[config.mk]
export PLATFORM = sky130hd
export DESIGN_NAME = isqrt_seq
export DESIGN_NICKNAME = d
export VERILOG_FILES = /design/src/rtl/isqrt_seq_pkg.sv /design/src/rtl/isqrt_step.sv /design/src/rtl/isqrt_seq.sv
export SDC_FILE = /design/constraint.sdc
export NUM_CORES = 1
export LEC_CHECK = 0
export ABC_AREA = 1
export ABC_CLOCK_PERIOD_IN_PS = 1800
export CAP_MARGIN = 5
export CORE_MARGIN = 3
export CORE_UTILIZATION = 34
export CTS_CLUSTER_DIAMETER = 50
export DETAILED_ROUTE_END_ITERATION = 16
export PLACE_DENSITY = 0.57
export SYNTH_ARGS = -nofsm -noshare
export SYNTH_HDL_FRONTEND = slang
export SYNTH_SLANG_ARGS = --single-unit
[constraint.sdc]
create_clock -name clk -period 1.8 [get_ports clk]
set_clock_uncertainty 0.15 [all_clocks]
set_input_delay 0.36 -clock clk [delete_from_list [all_inputs] [get_ports clk]]
set_output_delay 0.36 -clock clk [all_outputs]
set_load 0.1 [all_outputs]
[src/rtl/isqrt_seq_pkg.sv]
// Shared definitions for the sequential integer square root: FSM encoding,
// default widths and the derived root width.
package isqrt_seq_pkg;

  typedef enum logic {
    IDLE = 1'b0,
    RUN  = 1'b1
  } state_e;

  // Default widths, named after the BW_* widths used by the downstream mult.
  localparam int BW_RAD_DEF = 8;
  localparam int BW_CNT_DEF = 3;

  // The root carries half as many bits as the radicand.
  function automatic int bw_root(input int bw_rad);
    return bw_rad / 2;
  endfunction

endpackage

[src/rtl/isqrt_step.sv]
// One radix-2 digit-by-digit square-root iteration: consumes two radicand bits
// and produces the next partial root and partial remainder.
module isqrt_step
  import isqrt_seq_pkg::*;
#(
  parameter int BW_RAD = BW_RAD_DEF
) (
  input  logic [bw_root(BW_RAD):0]   r,
  input  logic [bw_root(BW_RAD)-1:0] q,
  input  logic [1:0]                 rad_bits,
  output logic [bw_root(BW_RAD):0]   r_nxt,
  output logic [bw_root(BW_RAD)-1:0] q_nxt
);

  localparam int N  = bw_root(BW_RAD);
  localparam int W2 = N + 2;
  localparam int RW = N + 1;

  logic [W2-1:0] r2;
  logic [W2-1:0] t;
  logic          ge;

  // Before any step r <= 2*q < 2^N, so the bit dropped from {r, rad_bits} is
  // always zero and the trial compare stays exact in N+2 bits.
  always_comb begin
    r2 = W2'({r, rad_bits});
    t  = W2'({q, 2'b01});
    ge = (r2 >= t);
    if (ge) begin
      r_nxt = RW'(r2 - t);
    end else begin
      r_nxt = RW'(r2);
    end
    q_nxt    = q << 1;
    q_nxt[0] = ge;
  end

endmodule

[src/rtl/isqrt_seq.sv]
// Sequential unsigned integer square root, one root bit per clock, with the
// same start/busy/done handshake as the downstream multiplier.
module isqrt_seq
  import isqrt_seq_pkg::*;
#(
  parameter int BW_CNT = BW_CNT_DEF,
  parameter int BW_RAD = BW_RAD_DEF
) (
  input  logic                       clk,
  input  logic                       rstx,
  input  logic                       start,
  input  logic [BW_RAD-1:0]          rad,
  output logic [bw_root(BW_RAD)-1:0] root,
  output logic [bw_root(BW_RAD):0]   rem,
  output logic                       busy,
  output logic                       done,
  output state_e                     dbg_state
);

  localparam int N = bw_root(BW_RAD);
  localparam logic [BW_CNT-1:0] CNT_INIT = BW_CNT'(N - 1);
  localparam logic [BW_CNT-1:0] CNT_ONE  = BW_CNT'(1);

  // Handshake: start (with rad) is taken on a rising edge only while busy=0;
  // start while busy=1 is dropped. done pulses for one cycle with busy=0, and
  // root/rem then hold until the next accepted start.

  state_e            state_q, state_d;
  logic [BW_RAD-1:0] rsh_q, rsh_d;
  logic [N-1:0]      q_q, q_d;
  logic [N:0]        r_q, r_d;
  logic [BW_CNT-1:0] cnt_q, cnt_d;
  logic              done_q, done_d;

  logic [N:0]        step_r;
  logic [N-1:0]      step_q;

  isqrt_step #(
    .BW_RAD (BW_RAD)
  ) u_step (
    .r        (r_q),
    .q        (q_q),
    .rad_bits (rsh_q[BW_RAD-1 -: 2]),
    .r_nxt    (step_r),
    .q_nxt    (step_q)
  );

  always_comb begin
    state_d = state_q;
    rsh_d   = rsh_q;
    q_d     = q_q;
    r_d     = r_q;
    cnt_d   = cnt_q;
    done_d  = 1'b0;
    case (state_q)
      IDLE: begin
        if (start) begin
          state_d = RUN;
          rsh_d   = rad;
          q_d     = '0;
          r_d     = '0;
          cnt_d   = CNT_INIT;
        end
      end
      RUN: begin
        q_d   = step_q;
        r_d   = step_r;
        rsh_d = rsh_q << 2;
        if (cnt_q == '0) begin
          state_d = IDLE;
          done_d  = 1'b1;
        end else begin
          cnt_d = cnt_q - CNT_ONE;
        end
      end
      default: state_d = IDLE;
    endcase
  end

  always_ff @(posedge clk or negedge rstx) begin
    if (!rstx) begin
      state_q <= IDLE;
      rsh_q   <= '0;
      q_q     <= '0;
      r_q     <= '0;
      cnt_q   <= '0;
      done_q  <= 1'b0;
    end else begin
      state_q <= state_d;
      rsh_q   <= rsh_d;
      q_q     <= q_d;
      r_q     <= r_d;
      cnt_q   <= cnt_d;
      done_q  <= done_d;
    end
  end

  assign root      = q_q;
  assign rem       = r_q;
  assign busy      = (state_q == RUN);
  assign done      = done_q;
  assign dbg_state = state_q;

endmodule

=== Yosys cells after proc, flatten, opt, wreduce, memory -nomap -nowiden ===
Index checks and enable logic that the tools add are counted.

* Flip-flop bits (word level): 22
* Bits of input ports: 11
* Output and inout bits: 12

* $add $sub $neg: 2
* $lt $le $gt $ge: 1
* Equal/unequal tests: 2
* Mux-type cells: 15
* Bitwise operators: 1
* Reductions and logical operators: 2

{| class="wikitable"
|+ Operators by type and width
! cell !! number
|-
| 8-bit case mux with 2 select lines || 1
|-
| 5-bit two-way mux || 2
|-
| 5-bit case mux with 2 select lines || 1
|-
| 8-bit two-way mux || 1
|-
| 4-bit case mux with 2 select lines || 1
|-
| 6-bit greater-or-equal comparator || 1
|-
| 3-bit two-way mux || 2
|-
| 3-bit case mux with 2 select lines || 1
|-
| 5-bit subtractor || 1
|-
| 1-bit two-way mux || 4
|-
| 4-bit two-way mux || 1
|-
| 2-bit != test, second input constant || 2
|-
| 3-bit logical NOT || 1
|-
| 3-bit by 1-bit subtractor with 3-bit output, second input constant || 1
|-
| 1-bit case mux with 2 select lines || 1
|-
| 2-bit AND reduction || 1
|-
| 1-bit inverter || 1
|}

=== Longest topological paths before layout ===
* Depth after elaboration: 3
* Depth in mapped cells: 10
* Depth with buffers taken out: 10

=== Modules after synthesis ===
From an unflattened synthesis, not the netlist that was laid out.

* Cells, all modules: 169
* Area total of the unflattened synthesis: 1352.5 sq um

{| class="wikitable"
|+ By module, submodules not included
! module !! instances !! cells an instance !! area an instance (sq um)
|-
| isqrt_seq || 1 || 109 || 979.7
|-
| isqrt_step || 1 || 60 || 372.9
|}

=== Least setup slack after synthesis ===
No wires, ideal clock.

* Kind: reg-to-reg
* Start: register q_q[1], in the netlist root[1]
* End: register r_q[3], in the netlist rem[3]
* Setup time: 0.120 ns
* Data arrival time: 1.960 ns
* Required time: 1.530 ns
* Setup slack: -0.430 ns
* Cell stages (with the launch flop): 10
* Clock period less this slack: 2.230 ns
* Path through: dfrtp_1 -> inv_1 -> ha_1 -> nand2_1 -> nor2_2 -> nand2_2 -> nand3_4 -> nand2_1 -> nand3_1 -> nand2_1

* Longest elaborated chain between the ends: 3

{| class="wikitable"
|+ RTL lines
! what !! line !! source
|-
| from (decl) || isqrt_seq.sv:30 || <nowiki>logic [N-1:0] q_q, q_d;</nowiki>
|-
| from (signal assigned) || isqrt_seq.sv:91 || <nowiki>q_q <= q_d;</nowiki>
|-
| 5-bit subtractor or 6-bit greater-or-equal comparator (tied branches) || isqrt_step.sv:30, isqrt_step.sv:28 ||
|-
| 5-bit two-way mux * || isqrt_step.sv:29 || <nowiki>if (ge) begin</nowiki>
|-
| 5-bit case mux with 2 select lines * || isqrt_seq.sv:55 || <nowiki>case (state_q)</nowiki>
|-
| to (signal assigned) || isqrt_seq.sv:92 || <nowiki>r_q <= r_d;</nowiki>
|-
| to (decl) || isqrt_seq.sv:31 || <nowiki>logic [N:0] r_q, r_d;</nowiki>
|}

Mark *: on every way between the ends. The rest lies on a longest branch, timed or not.
A chain may end at the register's enable or synchronous reset.

=== Worst setup path in the final report ===
* Start: register q_q[2], in the netlist root[2]
* End: register r_q[1], in the netlist rem[1]

* Longest elaborated chain between the ends: 3

{| class="wikitable"
|+ RTL lines
! what !! line !! source
|-
| 6-bit greater-or-equal comparator || isqrt_step.sv:28 || <nowiki>ge = (r2 >= t);</nowiki>
|-
| 5-bit two-way mux || isqrt_step.sv:29 ||
|-
| 5-bit case mux with 2 select lines || isqrt_seq.sv:55 ||
|}

No other way between the ends.

==> results.json <==
{
  "status": "finished, final reports clean",
  "crit_path_end_kind": "flip-flop",
  "whs_ns": 0.2421,
  "synthCells": 143,
  "wl_um": 2631,
  "fp.dieH_um": 65.13,
  "fin_tns_setup_ns": 0,
  "fmax_mhz": 586.5,
  "first_global_vias": 951,
  "cts_buffers": 3,
  "finalWorstSetupSlack_ns": 0.09491,
  "drt-wirelength-per-cell_um": 12.41,
  "r2r_end": "rem[1]",
  "synth_area_per_cell_sq_um": 8.312,
  "ff2ff_path_depth": 9,
  "ys_types": 21,
  "hp-class": "input pin to asynchronous set/reset pin",
  "r2r_slack_ns": 0.09,
  "cp-start-kind": "flip-flop",
  "slew_headroom_pct": 73.11,
  "final_max_slew_viol_count": 0,
  "num_rows": 20,
  "tritoncts": "yes",
  "postPlaceCellArea_sq_um": 1653,
  "cts_root_buf": "clkbuf_4",
  "gr-total-overflow": 0,
  "drv_cap": 0,
  "area_growth_pct": 42.84,
  "grt_usage_pct": 13.41,
  "yosys_warnings": 0,
  "dr.pass1.iters": 5,
  "grt_pass1_wl_um": 4436,
  "worstSkewPairLatency_ns": 0.30,
  "clk_pin_slew_ns": 0.12,
  "fin_area_sq_um": 1698,
  "path_max_fanout": 6,
  "start_util_pct": 37.11,
  "worst_pin_slew_ns": 0.4030,
  "grt_max_degree": 23,
  "ant_nets": 0,
  "clockBufferDepth": 2,
  "min_period_ns": 1.705,
  "cp_data_arrival_time_ns": 1.75,
  "route.vias.total": 1031,
  "antenna_found_initial": 0,
  "viasPerCell": 4.863,
  "io_pins": 23,
  "num_antenna_cells": 0,
  "coreArea_sq_um": 3203,
  "max_stage_delay_ns": 0.45,
  "cpMaxStageDelayCell": "dfrtp_4",
  "cts_num_sinks": 22,
  "ys_seq_elements": 22,
  "setup_violations": 0,
  "drive_gt1_share_pct": 25.60,
  "syn-num-nets": 162,
  "r2r_start": "root[2]",
  "nets": 188,
  "die_area_sq_um": 4241,
  "dp_worst_setup_slack_ns": 0.1046,
  "yosysSeqAreaShare_pct": 46.32,
  "remaining_drc_errors": 0,
  "first_iter_violations": 48,
  "worstPathRequired_ns": 1.85,
  "syn-cell-area_sq_um": 1189,
  "crit_type": "flip-flop to flip-flop",
  "rsz0062_at_grt": "no",
  "cpMostUsedCell": "nand2_1",
  "io_buffers": 22,
  "hold_viol_final": 0,
  "fin_crit_sh_pct": 94.73,
  "die_w_um": 65.13,
  "htree_levels": 1,
  "path_cells": "inv_2, ha_1, nand2_1, nor2_2, nand2_2, nand3_4, nand2_1, nand3_1, nand2_1",
  "routabilityCongestion": 0.8519,
  "post-cts-setup-buffer-count": 0,
  "cts_resized": 0,
  "place_hpwl_um": 2080,
  "ctsHoldBuffers": 0
}
[state kept, by name, summed over array words and instances, names as in the netlist]
| signal | count |
|---|---|
| root | 4 |
| busy | 1 |
| done | 1 |
| cnt_q | 3 |
| rem | 5 |
| rsh_q | 8 |
[how the worst max path moves through the flow]
| stage | startpoint | end |
|---|---|---|
| 2_1_floorplan | root[0] | rem[4] |
| 3_3_place_gp | root[2] | rem[4] |
| 3_5_place_dp | root[2] | rem[1] |
| 4_1_cts | root[2] | rem[3] |
| 5_1_grt | root[2] | rem[3] |
| 6_report | root[2] | rem[1] |
[synthesized netlist by cell type]
master   number  area share [%]
nand2_1      33              10
nand3_4       1             1.5
a21oi_1       3             1.3
buf_4         1            0.63
ha_1          8             8.4
xor2_1        1            0.74
inv_2         1            0.32
buf_2         3             1.3
nor2_1        8             2.5
nor3_1        6             2.5
nand3_1      11             4.6
dfrtp_1      22              46
inv_1        22             6.9
nand4_1       5             2.6
nand2_2       2             1.1
nor2_2        2             1.1
o21ai_0       1            0.42
nor2_4        1            0.95
o21ai_1       1            0.42
o22ai_1      10             5.3
a21oi_2       1            0.74
[logic make-up (layout without fill, tap and decap cells)]
logic type / count (synthesis) / in the layout / synth area share [%]
adders and majority gates: 8 / 8 / 8.421
xor gates and xnor gates: 1 / 1 / 0.7370
buffers and inverters: 27 / 52 / 9.158
AOI/OAI and AO/OA: 16 / 16 / 8.104
and+or+nand+nor: 69 / 69 / 27.26
DFF: 22 / 22 / 46.32
[layout make-up]
cell class	instances	area [sq um]
clock buffer	4	36.28
tap	44	55.05
sequential	22	574.3
multi-input combinational	94	583.1
inverter	23	86.33
fill	328	1505
timing repair buffer	25	362.8
[cells in the final DEF (no fill, tap or decap)]
master,count
a21oi_1,2
a21oi_2,1
a21oi_4,1
buf_12,12
buf_4,3
clkbuf_4,3
clkbuf_8,1
clkdlybuf4s50_1,10
dfrtp_1,13
dfrtp_2,4
dfrtp_4,5
ha_1,5
ha_4,3
inv_1,19
inv_2,4
nand2_1,33
nand2_2,1
nand2_4,1
nand3_1,11
nand3_4,1
nand4_1,5
nor2_1,8
nor2_2,2
nor2_4,1
nor3_1,6
o21ai_0,1
o21ai_1,1
o22ai_1,10
xor2_1,1
[metal layers]
layer,vias up,global-route usage [%],part of all wire (%)
li1,518,-,-
met1,482,18.74,47
met2,29,21.84,47
met3,2,3.248,5.2
met4,0,1.554,0.42
met5,-,0,0
[per-stage QoR]
| stage | cells | util (%) |
|---|---|---|
| 2_1_floorplan | 143 | - |
| 3_3_place_gp | 208 | 51.60 |
| 3_5_place_dp | 208 | 51.60 |
| 4_1_cts | 212 | 52.73 |
| 5_1_grt | 212 | 53.01 |
| 6_report | 212 | 53.01 |
[critical path: cells and delay by family (launching register included)]
| kind | cells | cell delay, ns |
|---|---|---|
| flops | 1 | 0.45 |
| simple gates | 7 | 0.62 |
| fa+ha+maj | 1 | 0.32 |
| buf+inv | 1 | 0.05 |
Power is not shown: default switching activity piles up to over one toggle a cycle in this logic, so the estimate is an artifact.
